File: src/rtl/traffic_source.sv
// Synthetic NoC flit generator: an LFSR-paced injector feeds a small FIFO that drains
// onto a registered req/data link, with drop and 1024-cycle throughput accounting.
module traffic_source #(
    parameter int          SIZE   = 8,
    parameter int          QDEPTH = 4,
    parameter logic [15:0] SEED   = 16'hACE1
) (
    input  logic            clk,
    input  logic            reset,
    input  logic            enable,
    input  logic [7:0]      rate,
    input  logic            busy,
    output logic            req,
    output logic [SIZE-1:0] data,
    output logic [25:0]     throughput,
    output logic [15:0]     dropped,
    output logic [3:0]      backlog
);

    localparam logic [15:0] SEED_EFF = (SEED == 16'h0000) ? 16'hACE1 : SEED;
    localparam logic [3:0]  QD       = 4'(QDEPTH);
    localparam logic [3:0]  QLAST    = 4'(QDEPTH - 1);

    function automatic logic [15:0] sat_inc16(input logic [15:0] v);
        return (v == 16'hFFFF) ? v : v + 16'd1;
    endfunction

    function automatic logic [3:0] ptr_inc(input logic [3:0] p);
        return (p == QLAST) ? 4'd0 : p + 4'd1;
    endfunction

    logic [15:0]     lfsr_q, lfsr_d;
    logic [SIZE-1:0] seq_q;
    logic [3:0]      wptr_q, rptr_q, count_q, count_d;
    logic [SIZE-1:0] mem_q [0:15];
    logic            req_q;
    logic [SIZE-1:0] data_q;
    logic [15:0]     dropped_q;
    logic [9:0]      sampler_q;
    logic [25:0]     running_q, throughput_q;
    logic            gen, push, pop;

    always_comb begin
        lfsr_d = {lfsr_q[14:0], lfsr_q[15] ^ lfsr_q[13] ^ lfsr_q[12] ^ lfsr_q[10]};
        gen    = enable & ((rate == 8'hFF) | (lfsr_q[7:0] < rate));
        pop    = (count_q != 4'd0) & ~busy;
        // A full queue still accepts a flit when the head leaves in the same cycle.
        push   = gen & ((count_q < QD) | pop);
        count_d = count_q;
        case ({push, pop})
            2'b10:   count_d = count_q + 4'd1;
            2'b01:   count_d = count_q - 4'd1;
            default: count_d = count_q;
        endcase
    end

    always_ff @(posedge clk) begin
        if (push) begin
            mem_q[wptr_q] <= seq_q;
        end
    end

    always_ff @(posedge clk) begin
        if (reset) begin
            lfsr_q       <= SEED_EFF;
            seq_q        <= '0;
            wptr_q       <= 4'd0;
            rptr_q       <= 4'd0;
            count_q      <= 4'd0;
            req_q        <= 1'b0;
            data_q       <= '0;
            dropped_q    <= 16'd0;
            sampler_q    <= 10'd0;
            running_q    <= 26'd0;
            throughput_q <= 26'd0;
        end else begin
            lfsr_q  <= lfsr_d;
            count_q <= count_d;
            req_q   <= pop;
            if (gen) begin
                seq_q <= seq_q + 1'b1;
            end
            if (push) begin
                wptr_q <= ptr_inc(wptr_q);
            end
            if (pop) begin
                rptr_q <= ptr_inc(rptr_q);
                data_q <= mem_q[rptr_q];
            end
            if (gen & ~push) begin
                dropped_q <= sat_inc16(dropped_q);
            end
            // The closing window includes the flit on the link during its last cycle.
            if (sampler_q == 10'd1023) begin
                throughput_q <= running_q + {25'd0, req_q};
                running_q    <= 26'd0;
                sampler_q    <= 10'd0;
            end else begin
                running_q <= running_q + {25'd0, req_q};
                sampler_q <= sampler_q + 10'd1;
            end
        end
    end

    assign req        = req_q;
    assign data       = data_q;
    assign throughput = throughput_q;
    assign dropped    = dropped_q;
    assign backlog    = count_q;

endmodule

File: config.mk
export PLATFORM = sky130hd
export DESIGN_NAME = traffic_source
export DESIGN_NICKNAME = d
export VERILOG_FILES = /design/src/rtl/traffic_source.sv
export SDC_FILE = /design/constraint.sdc
export NUM_CORES = 1
export LEC_CHECK = 0
export CORE_MARGIN = 5
export CORE_UTILIZATION = 53
export DETAILED_ROUTE_END_ITERATION = 16
export PLACE_DENSITY = 0.76
export SETUP_SLACK_MARGIN = 0.2
export SYNTH_ARGS = -nofsm -noshare
export SYNTH_HDL_FRONTEND = slang
export SYNTH_SLANG_ARGS = --single-unit
File: constraint.sdc
create_clock -name clk -period 3.25 [get_ports clk]
set_input_delay 0.4875 -clock clk [delete_from_list [all_inputs] [get_ports clk]]
set_output_delay 0.4875 -clock clk [all_outputs]
set_load 0.02 [all_outputs]
* Word-level counts from Yosys, hierarchy flattened
Memories as Yosys holds them, arrays and structs flattened. A register that Yosys moved wholly into a read port is not among the register bits. Index checks and enable logic that the tools add are counted.
Word-level totals: output and inout port bits 55, bits in registers 115, bits in read-only memories 0, memories 1, bits in writable memories 128, word-level logic and storage cells 49, latch bits 0
Memory list:
- mem_q | words 16, bits a word 8, read ports 1, clocked after memory_dff 1, write ports 1, RTL line 35 | logic [SIZE-1:0] mem_q [0:15];
Cells by class: muxes and demuxes 5, $mul 0, reductions and logical operators 4, div/mod/pow operators 0, add/sub/neg operators 8, bitwise operators 12, equal/unequal tests 7, shift operators 0, order comparisons 2
Operator list (number):
- adder 26 x 1 -> 26 bit | 1
- adder 16 x 1 -> 16 bit, second input constant | 1
- equality test 16 bit, second input constant | 1
- adder 4 x 1 -> 4 bit, second input constant | 3
- adder 10 x 1 -> 10 bit, second input constant | 1
- equality test 10 bit, second input constant | 1
- adder 8 x 1 -> 8 bit, second input constant | 1
- equality test 4 x 2 -> 1 bit, second input constant | 2
- equality test 8 bit, second input constant | 1
- < comparator 8 bit | 1
- two-way mux 4 bit | 2
- case mux 4 bit (2 select lines) | 1
- AND 1 bit | 4
- < comparator 4 x 3 -> 1 bit, second input constant | 1
- nonzero test 4 bit | 1
- subtractor 4 x 1 -> 4 bit, second input constant | 1
- NOT 1 bit | 3
- XOR 1 bit | 3
- equality test 2 x 1 -> 1 bit, second input constant | 1
- equality test 2 bit, second input constant | 1
- two-way mux 1 bit | 2
- bitwise OR 1 bit | 2
- AND reduction 2 bit | 1
- nonzero test 2 bit | 1
- OR reduction 2 bit | 1

* Longest topological paths before layout
Gate-level depths: netlist of the first run.
depth in word-level cells 7, depth in mapped cells 13, gate-level depth less buffers 13

* Worst setup path before layout of the first run
OpenSTA, ideal clock, no wires.
path type input port to flip-flop, start point input rate[6], end point register count_q[3] (netlist: backlog[3]), cell stages on the path 13, required time 3.172 ns, slack 0.015 ns, path buffers 0, arrival 3.157 ns, setup time 0.078 ns, cells stage by stage inv_1 > ha_1 > a21o_1 > a221oi_1 > nor2_1 > o21ai_0 > inv_1 > ha_1 > a21o_1 > a21oi_1 > or4_1 > and3b_1 > nor3_1
On the way: word-level cells in the longest chain between the ends 6
Ends and longest elaborated chain:
- start, declared | RTL line 11 | input logic [7:0] rate,
- < comparator 8 bit or equality test 8 bit (tied branches) | RTL line 45 | gen = enable & ((rate == 8'hFF) | (lfsr_q[7:0] < rate));
- bitwise OR 1 bit (*) | RTL line 45
- AND 1 bit (*) | RTL line 45
- AND 1 bit (*) | RTL line 48 | push = gen & ((count_q < QD) | pop);
- equality test 2 x 1 -> 1 bit or equality test 2 bit (tied branches) | RTL line 50 | case ({push, pop})
- case mux 4 bit (2 select lines) or nonzero test 2 bit (tied branches)
- end signal, assigned | RTL line 78 | count_q <= count_d;
- end, declared | RTL line 34 | logic [3:0] wptr_q, rptr_q, count_q, count_d;
Mark *: on every way between the ends. The rest lies on a longest branch, timed or not. A chain may end at the register's enable or synchronous reset.

* Worst setup path in the final report of the first run
start point input rate[1], end point register count_q[3] (netlist: backlog[3])
Same word-level chain as after synthesis.

==> summary.md, run 1 <==
| Metric | Value |
|---|---|
| Status | `completed` |
| Initial antenna violation count | `0` |
| MaxCap Viol Count | `0` |
| Critical path arrival | `3.36 ns` |
| Fin crit period | `2.910 ns` |
| Core area | `18710 sq um` |
| R2R depth | `12` |
| Routed wire length | `20.10 mm` |
| Layout cells sized above 1 | `17.93%` |
| Mapped Nets | `804` |
| Post-synthesis average cell area | `13.04 sq um` |
| VDD IR max | `0.0003977 V` |
| PortBufs | `66` |
| Cell depth of the worst setup path | `13` |
| WS Path Type | `in -> reg` |
| Synth-to-layout area growth | `21.07%` |
| Crit path capture type | `flip-flop` |
| Ports | `67` |
| PwrDens | `628.8 nW/um^2` |
| Largest net degree at the start of global routing | `54` |
| Final hold violation count | `0` |
| TritonCTS clock tree | `done` |
| Num CTS Buffers | `26` |
| Clock Latency Late Sink | `0.52 ns` |
| Slowest cell delay on critical path | `0.49 ns` |
| Mapped Cells | `772` |
| Critical path peak fanout | `3` |
| Vias in the first global route | `6210` |
| Total power after layout | `0.007664 W` |
| Relative slew margins | `49.02%` |
| Area contributors post-synth | `edfxtp_1, dfxtp_1, mux4_2` |
| Top Family by Delay on Critical Path | `compound AO/OA/AOI/OAI gates` |
| CTS Buffer Depth | `3` |
| Actual slew at the worst max-slew pin | `0.7637 ns` |
| FMAX | `343.6 MHz` |
| Yosys warns | `0` |
| Final setup fails | `0` |
| First-pass GRT wire length | `32.70 mm` |
| Startpoint Class | `primary input` |
| Post-Syn Area | `10070 sq um` |
| Vias per inst | `5.587` |
| ANT cells | `0` |
| Final ANT Viol Nets | `0` |
| Worst Path Required | `3.70 ns` |
| Overall global routing resource usage | `18.47%` |
| Commonest non-fill, non-tap cell in the layout | `edfxtp_1` |
| Critical path's slowest cell | `or4_4` |
| CP Buf/Inv Count | `3` |
| Final count of pins violating max slew | `0` |
| H-tree depth | `1` |
| Yosys reg bits | `251` |
| Area leader, netlist | `edfxtp_1` |
| Sequential share of the synthesized area | `62.64%` |
| Clk root buf | `clkbuf_16` |
| Cell Chain, Critical Path | `clkdlybuf4s50_1 > inv_1 > ha_1 > a2111oi_4 > o41ai_4 > o21ai_2 > inv_2 > ha_1 > a21o_1 > a21oi_1 > or4_4 > and3b_1 > nor3_2` |
| Ys flop type | `edfxtp_1` |
| WL/cell | `17.93 microns` |
| Worst clock skew | `0.01771 ns` |
| Yosys cell types | `46` |
| Final HPWL DP | `13.01 mm` |
| Grt ovf | `0` |
| Die Height | `147.8 microns` |
| Post-synth EDFFs | `128` |
| Final setup margin | `0.3399 ns` |
| Top-area cell type share of the netlist area | `38.18%` |
| Most frequent cells in the layout | `edfxtp_1, dfxtp_1, nor2_1` |
| Fillers | `1306` |
| Cell Area, Placed | `11260 sq um` |
| Unrepaired setup endpoints after global routing | `no` |
| Fraction of registers with async set/reset | `0%` |
| CTS sink cnt | `251` |
| Residual DRC | `0` |
| Full die area | `21850 sq um` |
| Final Cell Area | `12190 sq um` |
| P_leak | `4.285 nW` |
| Initial Util | `53.82%` |
| Die Span X | `147.8 microns` |
| Vias | `6263` |
| Total iterations of the first detailed-routing run | `5` |
| Initial drt markers | `323` |
| Hold Crit Depth | `1` |
| Min-delay worst type | `reg -> reg` |
| Clock Pin Slew Worst Setup and Hold Paths | `0.07 ns` |
| Final nets | `900` |
| FP Rows | `50` |
| Routability cong. | `0.8117` |
| Final Cycle Share | `89.54%` |
| Most used cell, CP | `ha_1` |
| Dpl ws | `-0.2919 ns` |
-- flip-flops by register name (all words and copies together), names as in the netlist --
| signal | cells |
|---|---|
| mem_q | 128 |
| running_q | 26 |
| throughput | 26 |
| dropped | 16 |
| lfsr_q | 16 |
| sampler_q | 10 |
| data | 8 |
| seq_q | 8 |
| backlog | 4 |
| rptr_q | 4 |
| wptr_q | 4 |
| req | 1 |
-- through the flow --
| step | std cells | utilization, % | setup TNS [ns] | hold slack (ns) |
|---|---|---|---|---|
| 2_1_floorplan | 772 | - | 0 | 0.3895 |
| 3_3_place_gp | 1073 | 60.22 | -0.2176 | 0.3925 |
| 3_5_place_dp | 1073 | 60.22 | -0.2919 | 0.4002 |
| 4_1_cts | 1120 | 64.82 | 0 | 0.4146 |
| 5_1_grt | 1121 | 65.16 | 0 | 0.4327 |
| 6_report | 1121 | 65.16 | 0 | 0.4110 |
-- path summary, 6_finish.rpt --
path | from | end | slack (ns)
max reg2reg | lfsr_q[6] | backlog[3] | 0.51
min reg2reg | lfsr_q[9] | lfsr_q[10] | 0.41
max | rate[1] | backlog[3] | 0.34
min | lfsr_q[9] | lfsr_q[10] | 0.41
-- worst reg2reg max path: stages, from the launching register on --
cell      delay (ns)
dfxtp_1         0.37
ha_4            0.21
a21o_1          0.20
a221oi_4        0.28
nor2_2          0.07
o21ai_2         0.18
inv_2           0.07
ha_1            0.27
a21o_1          0.11
a21oi_1         0.09
or4_4           0.49
and3b_1         0.20
nor3_2          0.13
-- kinds of logic (layout without fill, tap and decap cells) --
logic type / Yosys count / count (layout) / share of synthesized area [%]
mux: 51 / 51 / 10.12
fa+ha+maj: 20 / 20 / 2.560
buf+inv: 53 / 168 / 2.063
flops: 251 / 251 / 62.64
xor+xnor: 48 / 48 / 4.176
simple gates: 270 / 270 / 13.17
compound gates: 79 / 79 / 5.270
-- what timing repair did --
action / in CTS / in global routing
setup buffers: 0 / 1
endpoints found under the hold margin: 0 / 0
setup endpoints to repair: 0 / 1
gates resized for setup: 0 / 9
hold buffers: 0 / 0
-- cell type report --
cell class                      instances  area, sq um  area share (%)
Clock buffer                           35        769.5           6.314
Multi-Input combinational cell        468         3616           29.67
Tap cell                              234        292.8           2.402
Timing Repair Buffer                  106         1056           8.664
Inverter                               15        56.30          0.4620
Sequential cell                       251         6307           51.75
Clock inverter                         12        90.09          0.7391
-- synthesized netlist by cell type (all sizes together) (6+ instances only) --
master  number
edfxtp     128
nand4       15
clkbuf      28
nand2       48
xnor2       23
ha          19
dfxtp      123
nor2        97
or2         11
buf         10
o21ai       16
a21oi       31
xor2        25
nor3        14
nor2b       17
nand3       24
mux2         6
and3        18
a211oi      16
inv         15
nor4         9
mux4        40
-- report_power, final --
| group | switching (W) | internal [W] | total, W | leakage [nW] |
|---|---|---|---|---|
| registers | 0.0000874 | 0.00342 | 0.00350 | 2.21 |
| logic | 0.000628 | 0.000613 | 0.00124 | 1.64 |
| clock network | 0.00118 | 0.00174 | 0.00292 | 0.429 |
-- per-layer routing --
layer / vias up / share of wire, % / global-route usage, %
met3: 21 / 5.5 / 3.311
met2: 164 / 50 / 31.66
met1: 3065 / 43 / 24.87
met5: - / 0 / 0
li1: 3013 / - / -
met4: 0 / 1.5 / 4.111
Note: power is estimated with default switching activity, not from simulation.
==> run 2, diff against run 1 <==
--- a/config.mk
+++ b/config.mk
@@ -6,9 +6,9 @@
 export NUM_CORES = 1
 export LEC_CHECK = 0
 export CORE_MARGIN = 5
-export CORE_UTILIZATION = 53
+export CORE_UTILIZATION = 35
 export DETAILED_ROUTE_END_ITERATION = 16
-export PLACE_DENSITY = 0.76
+export PLACE_DENSITY = 0.57
 export SETUP_SLACK_MARGIN = 0.2
 export SYNTH_ARGS = -nofsm -noshare
 export SYNTH_HDL_FRONTEND = slang
==> run 2 against run 1 <==
Against the previous run:
- total power increased by 0.74%
- clock power increased by 2%
- cell count increased by 14%
- clock skew decreased by 0.0098 ns
- critical path type unchanged
- critical endpoint unchanged
==> summary.md, run 2 (synthesized netlist as in run 1, its figures left out) <==
| Metric | Value |
|---|---|
| Reg2reg end | `backlog[3]` |
| Crit path capture type | `flip-flop` |
| Post-CTS setup buffers | `0` |
| Fin crit period | `2.845 ns` |
| PwrDens | `622.7 nW/um^2` |
| Vias per inst | `4.807` |
| Initial drt markers | `326` |
| Synth-to-layout area growth | `23.17%` |
| Total power after layout | `0.007721 W` |
| R2R depth | `12` |
| WL/cell | `16.25 microns` |
| CP Buf/Inv Count | `3` |
| TritonCTS clock tree | `done` |
| Critical path arrival | `3.29 ns` |
| Final Cell Area | `12400 sq um` |
| Critical path's slowest cell | `clkdlybuf4s50_1` |
| Grt ovf | `0` |
| Met3 usage | `2.728%` |
| Worst clock skew | `0.007915 ns` |
| Relative slew margins | `50.28%` |
| Final hold violation count | `0` |
| Initial antenna violation count | `0` |
| ANT cells | `0` |
| Hold Crit Depth | `2` |
| Critical path peak fanout | `4` |
| Worst R2R Setup Slack | `0.58 ns` |
| Overall global routing resource usage | `12.65%` |
| Top reg by flops | `mem_q` |
| FP Rows | `62` |
| Hold Startpoint | `reset` |
| Top Family by Delay on Critical Path | `compound AO/OA/AOI/OAI gates` |
| Reg-to-Reg Start | `lfsr_q[6]` |
| GR Util met1 | `17.68%` |
| Clk root buf | `clkbuf_16` |
| Dpl ws | `-0.3327 ns` |
| PortBufs | `66` |
| MaxCap Viol Count | `0` |
| Final Cycle Share | `87.53%` |
| Routed wire length | `20.82 mm` |
| CTS sink cnt | `251` |
| H-tree depth | `1` |
| Residual DRC | `0` |
| P_leak | `4.320 nW` |
| FMAX | `351.5 MHz` |
| Status | `completed` |
| Setup TNS Final | `0 ns` |
| Cell Chain, Critical Path | `clkdlybuf4s50_1 > inv_1 > ha_1 > a21o_1 > a221oi_2 > nor2_2 > o21ai_2 > inv_2 > ha_1 > a21o_1 > a21oi_1 > or4_1 > and3b_1 > nor3_1` |
| Most frequent cells in the layout | `edfxtp_1, dfxtp_1, nor2_1` |
| Vias | `6158` |
| Final setup fails | `0` |
| Flip-flop count of the largest register after layout | `128` |
| WS Path Type | `in -> reg` |
| Startpoint Class | `primary input` |
| Final HPWL DP | `13.81 mm` |
| Routability cong. | `0.7453` |
| Final nets | `909` |
| Vias in the first global route | `6188` |
| Total iterations of the first detailed-routing run | `4` |
| Slowest cell delay on critical path | `0.48 ns` |
| Initial Util | `35.26%` |
| Top Usage Layer GRT | `met2` |
| Final hold slack | `0.3905 ns` |
| Clock Pin Slew Worst Setup and Hold Paths | `0.06 ns` |
| Commonest non-fill, non-tap cell in the layout | `edfxtp_1` |
| Die Span X | `179.6 microns` |
| Largest net degree at the start of global routing | `52` |
| Layout cells sized above 1 | `17.84%` |
| Min-delay worst type | `in -> reg` |
| Actual slew at the worst max-slew pin | `0.7379 ns` |
| Clock Latency Late Sink | `0.52 ns` |
| Ports | `67` |
| Final setup margin | `0.4053 ns` |
| Worst Path Required | `3.70 ns` |
| Cell Area, Placed | `11510 sq um` |
| Full die area | `32250 sq um` |
| Final ANT Viol Nets | `0` |
| Core area | `28550 sq um` |
| CTS Buffer Depth | `3` |
| Met2 GRT Util | `20.40%` |
| Hold path endpoint | `throughput[8]` |
| VDD IR max | `0.0003561 V` |
| First-pass GRT wire length | `33.84 mm` |
| Unrepaired setup endpoints after global routing | `no` |
| Die Height | `179.6 microns` |
| Final count of pins violating max slew | `0` |
| Num CTS Buffers | `28` |
-- run 2: cell types whose count changed in the layout (fill, tap and decap cells not counted), sizes merged --
cell      before  now
inv           16   17
bufinv         1    0
clkbuf        35   45
clkinvlp       1    0
clkinv         9    3
buf           41   48
-- run 2: metrics by stage --
stage               utilization (%)  instances
floorplan                         -        772
global placement              40.33       1231
detailed placement            40.33       1231
CTS                           43.40       1281
global route                  43.43       1281
finish                        43.43       1281
-- run 2: worst max path at each step --
stage	from	end	slack, ns	cells past startpoint
4_1_cts	rate[6]	backlog[3]	0.24	14
3_5_place_dp	rate[6]	backlog[3]	-0.33	14
3_3_place_gp	rate[6]	backlog[3]	-0.24	14
5_1_grt	rate[6]	backlog[3]	0.22	14
6_report	rate[6]	backlog[3]	0.41	14
2_1_floorplan	rate[6]	backlog[3]	0.21	13
-- run 2: area by class of cell --
class | instances | area (sq um)
fill | 2704 | 16150
sequential | 251 | 6307
multi-input combinational | 468 | 3572
timing repair buffer | 113 | 1109
clock buffer | 45 | 845.8
tap | 384 | 480.5
inverter | 15 | 56.30
clock inverter | 5 | 28.78
-- run 2: power by group --
part	switching, W	total, W	internal, W
sequential	0.000120	0.00354	0.00342
clock	0.00120	0.00297	0.00177
combinational	0.000594	0.00121	0.000618
total	0.00192	0.00772	0.00581
-- run 2: metal layers --
metal	wire length, microns	up-vias	part of all wire (%)
met4	330	0	1.6
met5	0	-	0
met1	9775	3000	47
met2	9757	97	47
met3	959	27	4.6
li1	-	3034	-
-- run 2: repair_timing --
action | in CTS | in global routing
resized for setup | 0 | 3
hold buffers | 0 | 0
endpoints found under the setup margin | 0 | 1
==> run 3, diff against run 2 <==
--- a/config.mk
+++ b/config.mk
@@ -7,6 +7,7 @@
 export LEC_CHECK = 0
 export CORE_MARGIN = 5
 export CORE_UTILIZATION = 35
+export CTS_CLUSTER_SIZE = 20
 export DETAILED_ROUTE_END_ITERATION = 16
 export PLACE_DENSITY = 0.57
 export SETUP_SLACK_MARGIN = 0.2
==> results of run 3 <==
Final layout, timing and power as in run 2 (identical DEF).
